### config.mk
export PLATFORM = sky130hd
export DESIGN_NAME = hvac_drive_flat
export DESIGN_NICKNAME = d
export VERILOG_FILES = /design/src/rtl/hvac_drive_if.sv /design/src/rtl/hvac_drive.sv /design/src/flat_wrapper.sv
export SDC_FILE = /design/constraint.sdc
export NUM_CORES = 1
export LEC_CHECK = 0
export CORE_MARGIN = 5
export CORE_UTILIZATION = 45
export DETAILED_ROUTE_END_ITERATION = 6
export PLACE_DENSITY_LB_ADDON = 0.15
export SYNTH_ARGS = -nofsm -noshare
export SYNTH_HDL_FRONTEND = slang
export SYNTH_SLANG_ARGS = --single-unit
### constraint.sdc
create_clock -name clk -period 2.95 [get_ports clk]
set_clock_uncertainty 0.1 [all_clocks]
set_input_delay 0.59 -clock clk [delete_from_list [all_inputs] [get_ports clk]]
set_output_delay 0.59 -clock clk [all_outputs]
set_load 0.02 [all_outputs]
### src/rtl/hvac_drive_if.sv
// hvac_drive_if
// Bundles the thermostat demand bits and the actuator/status outputs of
// hvac_drive into one interface.
//
// Signal semantics: heating/cooling are plain level demands, sampled on
// every rising clock edge. There is no valid/ready handshake and no
// backpressure. The drive consumes whatever level is present at each edge.
// All outputs are registered and change only just after a rising edge.
//
// Modports:
//   master : the demand source (thermostat or bench) drives heating/cooling
//            and observes the actuator and status outputs
//   slave  : hvac_drive samples heating/cooling and drives
//            heater_on, compressor_on, fan_on, state and conflict
interface hvac_drive_if;
    logic       heating;
    logic       cooling;
    logic       heater_on;
    logic       compressor_on;
    logic       fan_on;
    logic [1:0] state;
    logic       conflict;

    modport master (
        output heating,
        output cooling,
        input  heater_on,
        input  compressor_on,
        input  fan_on,
        input  state,
        input  conflict
    );

    modport slave (
        input  heating,
        input  cooling,
        output heater_on,
        output compressor_on,
        output fan_on,
        output state,
        output conflict
    );
endinterface

### src/rtl/hvac_drive.sv
// hvac_drive
// Actuator stage behind the thermostat. It turns heating/cooling demand
// levels into heater, compressor and fan drive, and protects the plant
// against short-cycling. The protection has three parts:
//   - Every run lasts at least MIN_ON cycles.
//   - After every run there is a rest of exactly MIN_OFF cycles.
//   - The fan keeps running for the first FAN_OVERRUN cycles of the rest.
// A changeover between heat and cool always goes through REST and IDLE.
//
// Ports:
//   clk  : system clock, rising edge
//   rst  : synchronous, active-high reset; shuts everything down at once
//   bus  : hvac_drive_if.slave
//            heating, cooling            demand levels in
//            heater_on, compressor_on    contactor drives out
//            fan_on                      blower drive out
//            state                       IDLE=0 HEAT=1 COOL=2 REST=3
//            conflict                    both demands were high at last edge
module hvac_drive #(
    parameter int MIN_ON      = 8,
    parameter int MIN_OFF     = 6,
    parameter int FAN_OVERRUN = 4,
    parameter int CNT_W       = 8
) (
    input  logic         clk,
    input  logic         rst,
    hvac_drive_if.slave  bus
);

    typedef enum logic [1:0] {
        IDLE = 2'd0,
        HEAT = 2'd1,
        COOL = 2'd2,
        REST = 2'd3
    } state_t;

    localparam logic [CNT_W-1:0] ON_LAST  = CNT_W'(MIN_ON - 1);
    localparam logic [CNT_W-1:0] OFF_LAST = CNT_W'(MIN_OFF - 1);
    // The rest timer is compared one bit wider, so that a FAN_OVERRUN equal
    // to 2**CNT_W cannot wrap to zero.
    localparam logic [CNT_W:0]   FAN_LIM  = (CNT_W+1)'(FAN_OVERRUN);

    state_t           state_q;
    state_t           state_d;
    logic [CNT_W-1:0] timer_q;
    logic [CNT_W-1:0] timer_d;
    logic             conflict_q;
    logic             heater_q;
    logic             compressor_q;
    logic             fan_q;
    logic             fan_d;

    logic heat_req;
    logic cool_req;

    // Both demands high at once is treated as no request at all.
    assign heat_req = bus.heating & ~bus.cooling;
    assign cool_req = bus.cooling & ~bus.heating;

    // Next-state and next-timer logic. The outputs are registered from these
    // values, so each output appears in the same cycle as the state it
    // belongs to. No input reaches an output without passing a flop.
    always_comb begin
        state_d = state_q;
        timer_d = timer_q;
        case (state_q)
            IDLE: begin
                timer_d = '0;
                if (heat_req) begin
                    state_d = HEAT;
                end else if (cool_req) begin
                    state_d = COOL;
                end
            end
            HEAT: begin
                if (timer_q == ON_LAST) begin
                    // The timer stays saturated while the demand persists.
                    if (!heat_req) begin
                        state_d = REST;
                        timer_d = '0;
                    end
                end else begin
                    timer_d = timer_q + 1'b1;
                end
            end
            COOL: begin
                if (timer_q == ON_LAST) begin
                    if (!cool_req) begin
                        state_d = REST;
                        timer_d = '0;
                    end
                end else begin
                    timer_d = timer_q + 1'b1;
                end
            end
            REST: begin
                // The rest period ignores demand entirely.
                if (timer_q == OFF_LAST) begin
                    state_d = IDLE;
                    timer_d = '0;
                end else begin
                    timer_d = timer_q + 1'b1;
                end
            end
            default: begin
                state_d = IDLE;
                timer_d = '0;
            end
        endcase
    end

    assign fan_d = (state_d == HEAT) || (state_d == COOL) ||
                   ((state_d == REST) && ({1'b0, timer_d} < FAN_LIM));

    always_ff @(posedge clk) begin
        if (rst) begin
            state_q      <= IDLE;
            timer_q      <= '0;
            conflict_q   <= 1'b0;
            heater_q     <= 1'b0;
            compressor_q <= 1'b0;
            fan_q        <= 1'b0;
        end else begin
            state_q      <= state_d;
            timer_q      <= timer_d;
            conflict_q   <= bus.heating & bus.cooling;
            // The heater and compressor cannot both be on, because each one
            // decodes a different state.
            heater_q     <= (state_d == HEAT);
            compressor_q <= (state_d == COOL);
            fan_q        <= fan_d;
        end
    end

    assign bus.heater_on     = heater_q;
    assign bus.compressor_on = compressor_q;
    assign bus.fan_on        = fan_q;
    assign bus.state         = state_q;
    assign bus.conflict      = conflict_q;

endmodule

### src/flat_wrapper.sv
// flat-port wrapper written by rule: the top's interface ports become plain ports
module hvac_drive_flat 
#(
    parameter int MIN_ON      = 8,
    parameter int MIN_OFF     = 6,
    parameter int FAN_OVERRUN = 4,
    parameter int CNT_W       = 8
)
  (clk, rst, bus_heating, bus_cooling, bus_heater_on, bus_compressor_on, bus_fan_on, bus_state, bus_conflict);
  hvac_drive_if bus_i ();
  input  logic clk;
  input  logic rst;
  input wire logic [$bits(bus_i.heating)-1:0] bus_heating;
  input wire logic [$bits(bus_i.cooling)-1:0] bus_cooling;
  output wire logic [$bits(bus_i.heater_on)-1:0] bus_heater_on;
  output wire logic [$bits(bus_i.compressor_on)-1:0] bus_compressor_on;
  output wire logic [$bits(bus_i.fan_on)-1:0] bus_fan_on;
  output wire logic [$bits(bus_i.state)-1:0] bus_state;
  output wire logic [$bits(bus_i.conflict)-1:0] bus_conflict;
  assign bus_i.heating = bus_heating;
  assign bus_i.cooling = bus_cooling;
  assign bus_heater_on = bus_i.heater_on;
  assign bus_compressor_on = bus_i.compressor_on;
  assign bus_fan_on = bus_i.fan_on;
  assign bus_state = bus_i.state;
  assign bus_conflict = bus_i.conflict;
  hvac_drive #(.MIN_ON(MIN_ON), .MIN_OFF(MIN_OFF), .FAN_OVERRUN(FAN_OVERRUN), .CNT_W(CNT_W)) u_core (.clk(clk), .rst(rst), .bus(bus_i));
endmodule
## Yosys cells after proc, flatten, opt, wreduce, memory -nomap -nowiden

Cells that the tools add are included.

| word-level totals | value |
|---|---|
| output and inout bits | 6 |
| input bits | 4 |
| word-level logic and storage cells | 39 |
| register bits after elaboration | 14 |

| operators by class | value |
|---|---|
| equality and inequality tests | 8 |
| reductions and logical operators | 4 |
| bitwise logic cells | 5 |
| order comparisons | 1 |
| $add $sub $neg | 1 |
| muxes and demuxes | 14 |

Operator list:

| kind | number |
|---|---|
| $mux W8 | 5 |
| $pmux W8 S4 | 1 |
| $eq A8 B3 Y1 const B | 2 |
| $mux W2 | 7 |
| $add A8 B1 Y8 const B | 1 |
| $eq A2 B2 Y1 const B | 4 |
| $lt A8 B3 Y1 const B | 1 |
| $pmux W2 S4 | 1 |
| $eq A2 B1 Y1 const B | 2 |
| $and A1 B1 Y1 | 3 |
| $logic_not A2 Y1 | 1 |
| $logic_or A1 B1 Y1 | 2 |
| $not A1 Y1 | 2 |
| $logic_and A1 B1 Y1 | 1 |

## Depth between registers and ports, before layout

| depth | value |
|---|---|
| word-level depth | 8 |
| depth in mapped cells | 10 |

## Worst setup path before layout

Ideal clock, no wire load.

| timing | value |
|---|---|
| path type | reg2reg |
| start point | reg u_core.timer_q[4] |
| end point | reg u_core.fan_q (netlist: u_core.bus.fan_on) |
| required time | 2.730 ns |
| data arrival time | 1.900 ns |
| path slack | 0.831 ns |
| cell stages (with the launch flop) | 9 |
| setup time | 0.120 ns |
| path through | dfxtp_1 -> nor3_1 -> a41oi_1 -> o31ai_1 -> inv_1 -> ha_1 -> inv_1 -> a2111oi_2 -> a211o_1 |

| between the ends | value |
|---|---|
| cells in the longest elaborated chain, start to end | 6 |
| elaborated cells on any way between the ends | 20 |
| classes of those cells | 1 x add/sub; 1 x order compare; 5 x eq/ne; 10 x mux; 3 x reduce/logical |

Ends and longest elaborated chain:

| item | RTL line | text |
|---|---|---|
| from (decl) | hvac_drive.sv:45 | `logic [CNT_W-1:0] timer_q;` |
| from (signal assigned) | hvac_drive.sv:125 | `timer_q <= timer_d;` |
| $eq A8 B3 Y1 (on tied branches) | hvac_drive.sv:98, hvac_drive.sv:76, hvac_drive.sv:87 |  |
| $mux W2 (on tied branches) | hvac_drive.sv:98, hvac_drive.sv:76, hvac_drive.sv:87 |  |
| $pmux W2 S4 (*) | hvac_drive.sv:66 | `case (state_q)` |
| via u_core.state_d[0] | hvac_drive.sv:44 | `state_t state_d;` |
| $eq A2 B1 Y1 (tied with other cells) | hvac_drive.sv:112 | `assign fan_d = (state_d == HEAT) \|\| (state_d == COOL) \|\|` |
| $logic_or A1 B1 Y1 / $logic_and A1 B1 Y1 (equally long branches) | hvac_drive.sv:112, hvac_drive.sv:113 |  |
| $logic_or A1 B1 Y1 (*) | hvac_drive.sv:112 |  |
| to (signal assigned) | hvac_drive.sv:131 | `fan_q <= fan_d;` |
| to (decl) | hvac_drive.sv:50 | `logic fan_q;` |

Mark *: on every way through the listed nets, which the timed path passes. The rest lies on a longest branch.
A chain may end at the register's enable or synchronous reset.

## Final worst setup path

Ends and elaborated chain as after synthesis.

==> flow_summary.toml <==
[hold_path]
hp-class = "reg2reg"

[clock_tree]
cts_root_buf = "clkbuf_4"
post-cts-setup-buffers = 0
clockBufferDepth = 2
h-tree-depth = 1
cts.clk_slew.worst_paths_ns = 0.08
cts_sinks = 14
cts_buffers = 3
hold_buffers = 0
cts_tree = "yes"
cts_resized = 0
clock_latency_ns = 0.28

[setup_path]
cp.depth = 8
crit_type = "reg2reg"
regToRegSetupSlack_ns = 0.49
critPathCapture = "u_core.bus.fan_on"
worstPathArrival_ns = 2.53
worstPathCellList = "nor3_1, a41oi_1, o31ai_1, inv_1, ha_1, inv_1, a2111oi_2, a211o_1"
crit_start = "u_core.timer_q[4]"
cp.required_ns = 3.02
cp-end-kind = "flop"
critPathMaxStageDelay_ns = 0.49
reg2reg_to = "u_core.bus.fan_on"
start_kind = "flop"
reg2reg_depth = 8
critPathBufInv = 2
r2r-start = "u_core.timer_q[4]"
critPathSlowestCell = "nor3_1"
path_common_cell = "inv_1"
critical_path_peak_fanout = 7
cp_top_family = "compound AO/OA/AOI/OAI gates"

[drt]
wl_per_cell_um = 13.0
drtAntennaViolNets = 0
via_per_inst = 5.56
drc_errors = 0
wl_mm = 1.81
drt_iter0_drc = 13
vias = 773
first_pass_iters = 4

[sta]
worst_pin_slew_ns = 0.510
whs_ns = 0.406
rsz0062_at_grt = "no"
setup_viol = 0
max_freq_mhz = 406
setup_tns_ns = 0
hold_viol = 0
slew_headroom_pct = 65.1
period_share_pct = 83.4
period_needed_ns = 2.46
slew_violations = 0

[placement]
dp_cells = 135
dpl.hpwl_mm = 1.29
place.gp.congestion = 0.782
io_buffers = 9

[floorplanning]
start_util_pct = 46.1
die_w_um = 54.1
row_count = 16
dieArea_um2 = 2930
die_y_um = 54.1
coreArea_um2 = 1900
ioPinCount = 10

[finish]
area_growth_pct = 17.7
instances_no_fill = 139
multiInputGateArea_um2 = 549
nNetsFinal = 122
seq_area_um2 = 280
fillers = 191
n_antenna_cell = 0
postLayoutCoreUtil_pct = 54.2
drive_above_1_share_pct = 9.82

[yosys]
synth.distinct_cells = 37
synth_edf_count = 0
async_reset_ff_share_pct = 0
yosysMostFrequentCell = "dfxtp_1"
ys_warn_count = 0
synthTopCellsByArea = "dfxtp_1 (32%), ha_1 (7.1%), nor2_1 (4.3%)"
avgSynthCellArea_um2 = 8.67
synth-seq-area-share_pct = 32.0
syn-instance-count = 101
syn_area_um2 = 876
synth.ff_latch_count = 14
yosys.area.top_type_share_pct = 32.0
syn_nets = 110
synth_commonest_cells = "dfxtp_1 (14), nor2_1 (10), inv_1 (7), nor3_1 (7), nand2_1 (6)"
yosysTopAreaCell = "dfxtp_1"
synth_ff_type = "dfxtp_1"

[grt]
antenna_found_initial = 0
grt_max_degree = 17
track_usage_pct = 15.1
grt_pass1_vias = 733
grt_pass1_wl_mm = 3.25
overflow = 0

[power_and_ir_drop]
power.leakage_nw = 0.391
p_per_area_nw_per_um2 = 478
ir_worst_vdd_uv = 294

[flow_run]
drv_cap = 0

[run_status]
outcome = "finished clean"
## area by class of cell
class | instances | area share (%)
timing repair buffer | 11 | 10.2
sequential | 14 | 27.2
inverter | 7 | 2.55
tap | 27 | 3.28
clock buffer | 4 | 3.52
multi-input combinational | 76 | 53.3
## flip-flops by register name, indices dropped and copies added, names as in the netlist
register and cells:
u_core.bus.state 2, u_core.bus.conflict 1, u_core.timer_q 8, u_core.bus.compressor_on 1, u_core.bus.fan_on 1, u_core.bus.heater_on 1
## worst min-delay path by stage
stage	start	end	slack, ns	cells past startpoint
floorplan	u_core.timer_q[1]	u_core.timer_q[1]	0.37	2
finish	u_core.timer_q[1]	u_core.timer_q[1]	0.41	2
global route	u_core.timer_q[1]	u_core.timer_q[1]	0.44	2
CTS	u_core.timer_q[1]	u_core.timer_q[1]	0.41	2
global placement	u_core.timer_q[1]	u_core.timer_q[1]	0.39	2
detailed placement	u_core.timer_q[1]	u_core.timer_q[1]	0.40	2
## metrics by stage
step                setup slack (ns)  cell area [um^2]  total power [mW]
floorplan                      0.831               876             0.307
global placement               0.334               995             0.361
detailed placement             0.254               995             0.362
CTS                            0.520              1030             0.500
global route                   0.237              1030             0.530
finish                         0.489              1030             0.493
## power breakdown
| part | switching, mW | total (mW) | internal, mW |
|---|---|---|---|
| sequential | 0.0142 | 0.220 | 0.205 |
| clock | 0.0607 | 0.136 | 0.0750 |
| combinational | 0.0718 | 0.138 | 0.0658 |
| total | 0.147 | 0.493 | 0.346 |
## worst min-delay path: stages (launching register included)
cell,delay (ns)
dfxtp_1,0.35
nand2_1,0.07
a21oi_1,0.05
## per-layer routing
layer | global-route usage, % | vias to the layer above | part of all wire (%)
met3 | 2.77 | 4 | 4.6
met5 | 0 | - | 0
met2 | 22.8 | 25 | 44
li1 | - | 391 | -
met1 | 21.0 | 353 | 50
met4 | 6.22 | 0 | 1.0
## layout by cell type, fill, tap and decap left out, drive strengths merged, types with 2 or more instances in the layout
master         count
a2111oi            3
a21oi              3
a41oi              2
buf                2
clkbuf             4
clkdlybuf4s50      9
dfxtp             14
ha                 5
inv                7
nand2              6
nand2b             3
nand3              3
nand4              2
nor2              10
nor2b              4
nor3               7
nor4               3
nor4bb             2
o31ai              2
or3                3
xnor2              4
xor2               2
## kinds of logic after synthesis
| logic type | count (synthesis) | synth area share, % |
|---|---|---|
| multiplexers | 1 | 1.14 |
| adder cells (fa/ha/maj) | 5 | 7.14 |
| AND/OR/NAND/NOR | 47 | 31.6 |
| flip-flops | 14 | 32.0 |
| AO/OA/AOI/OAI | 17 | 16.9 |
| XOR/XNOR | 6 | 6.00 |
| buffers and inverters | 11 | 5.29 |
Power figures use the tool's default switching activity.
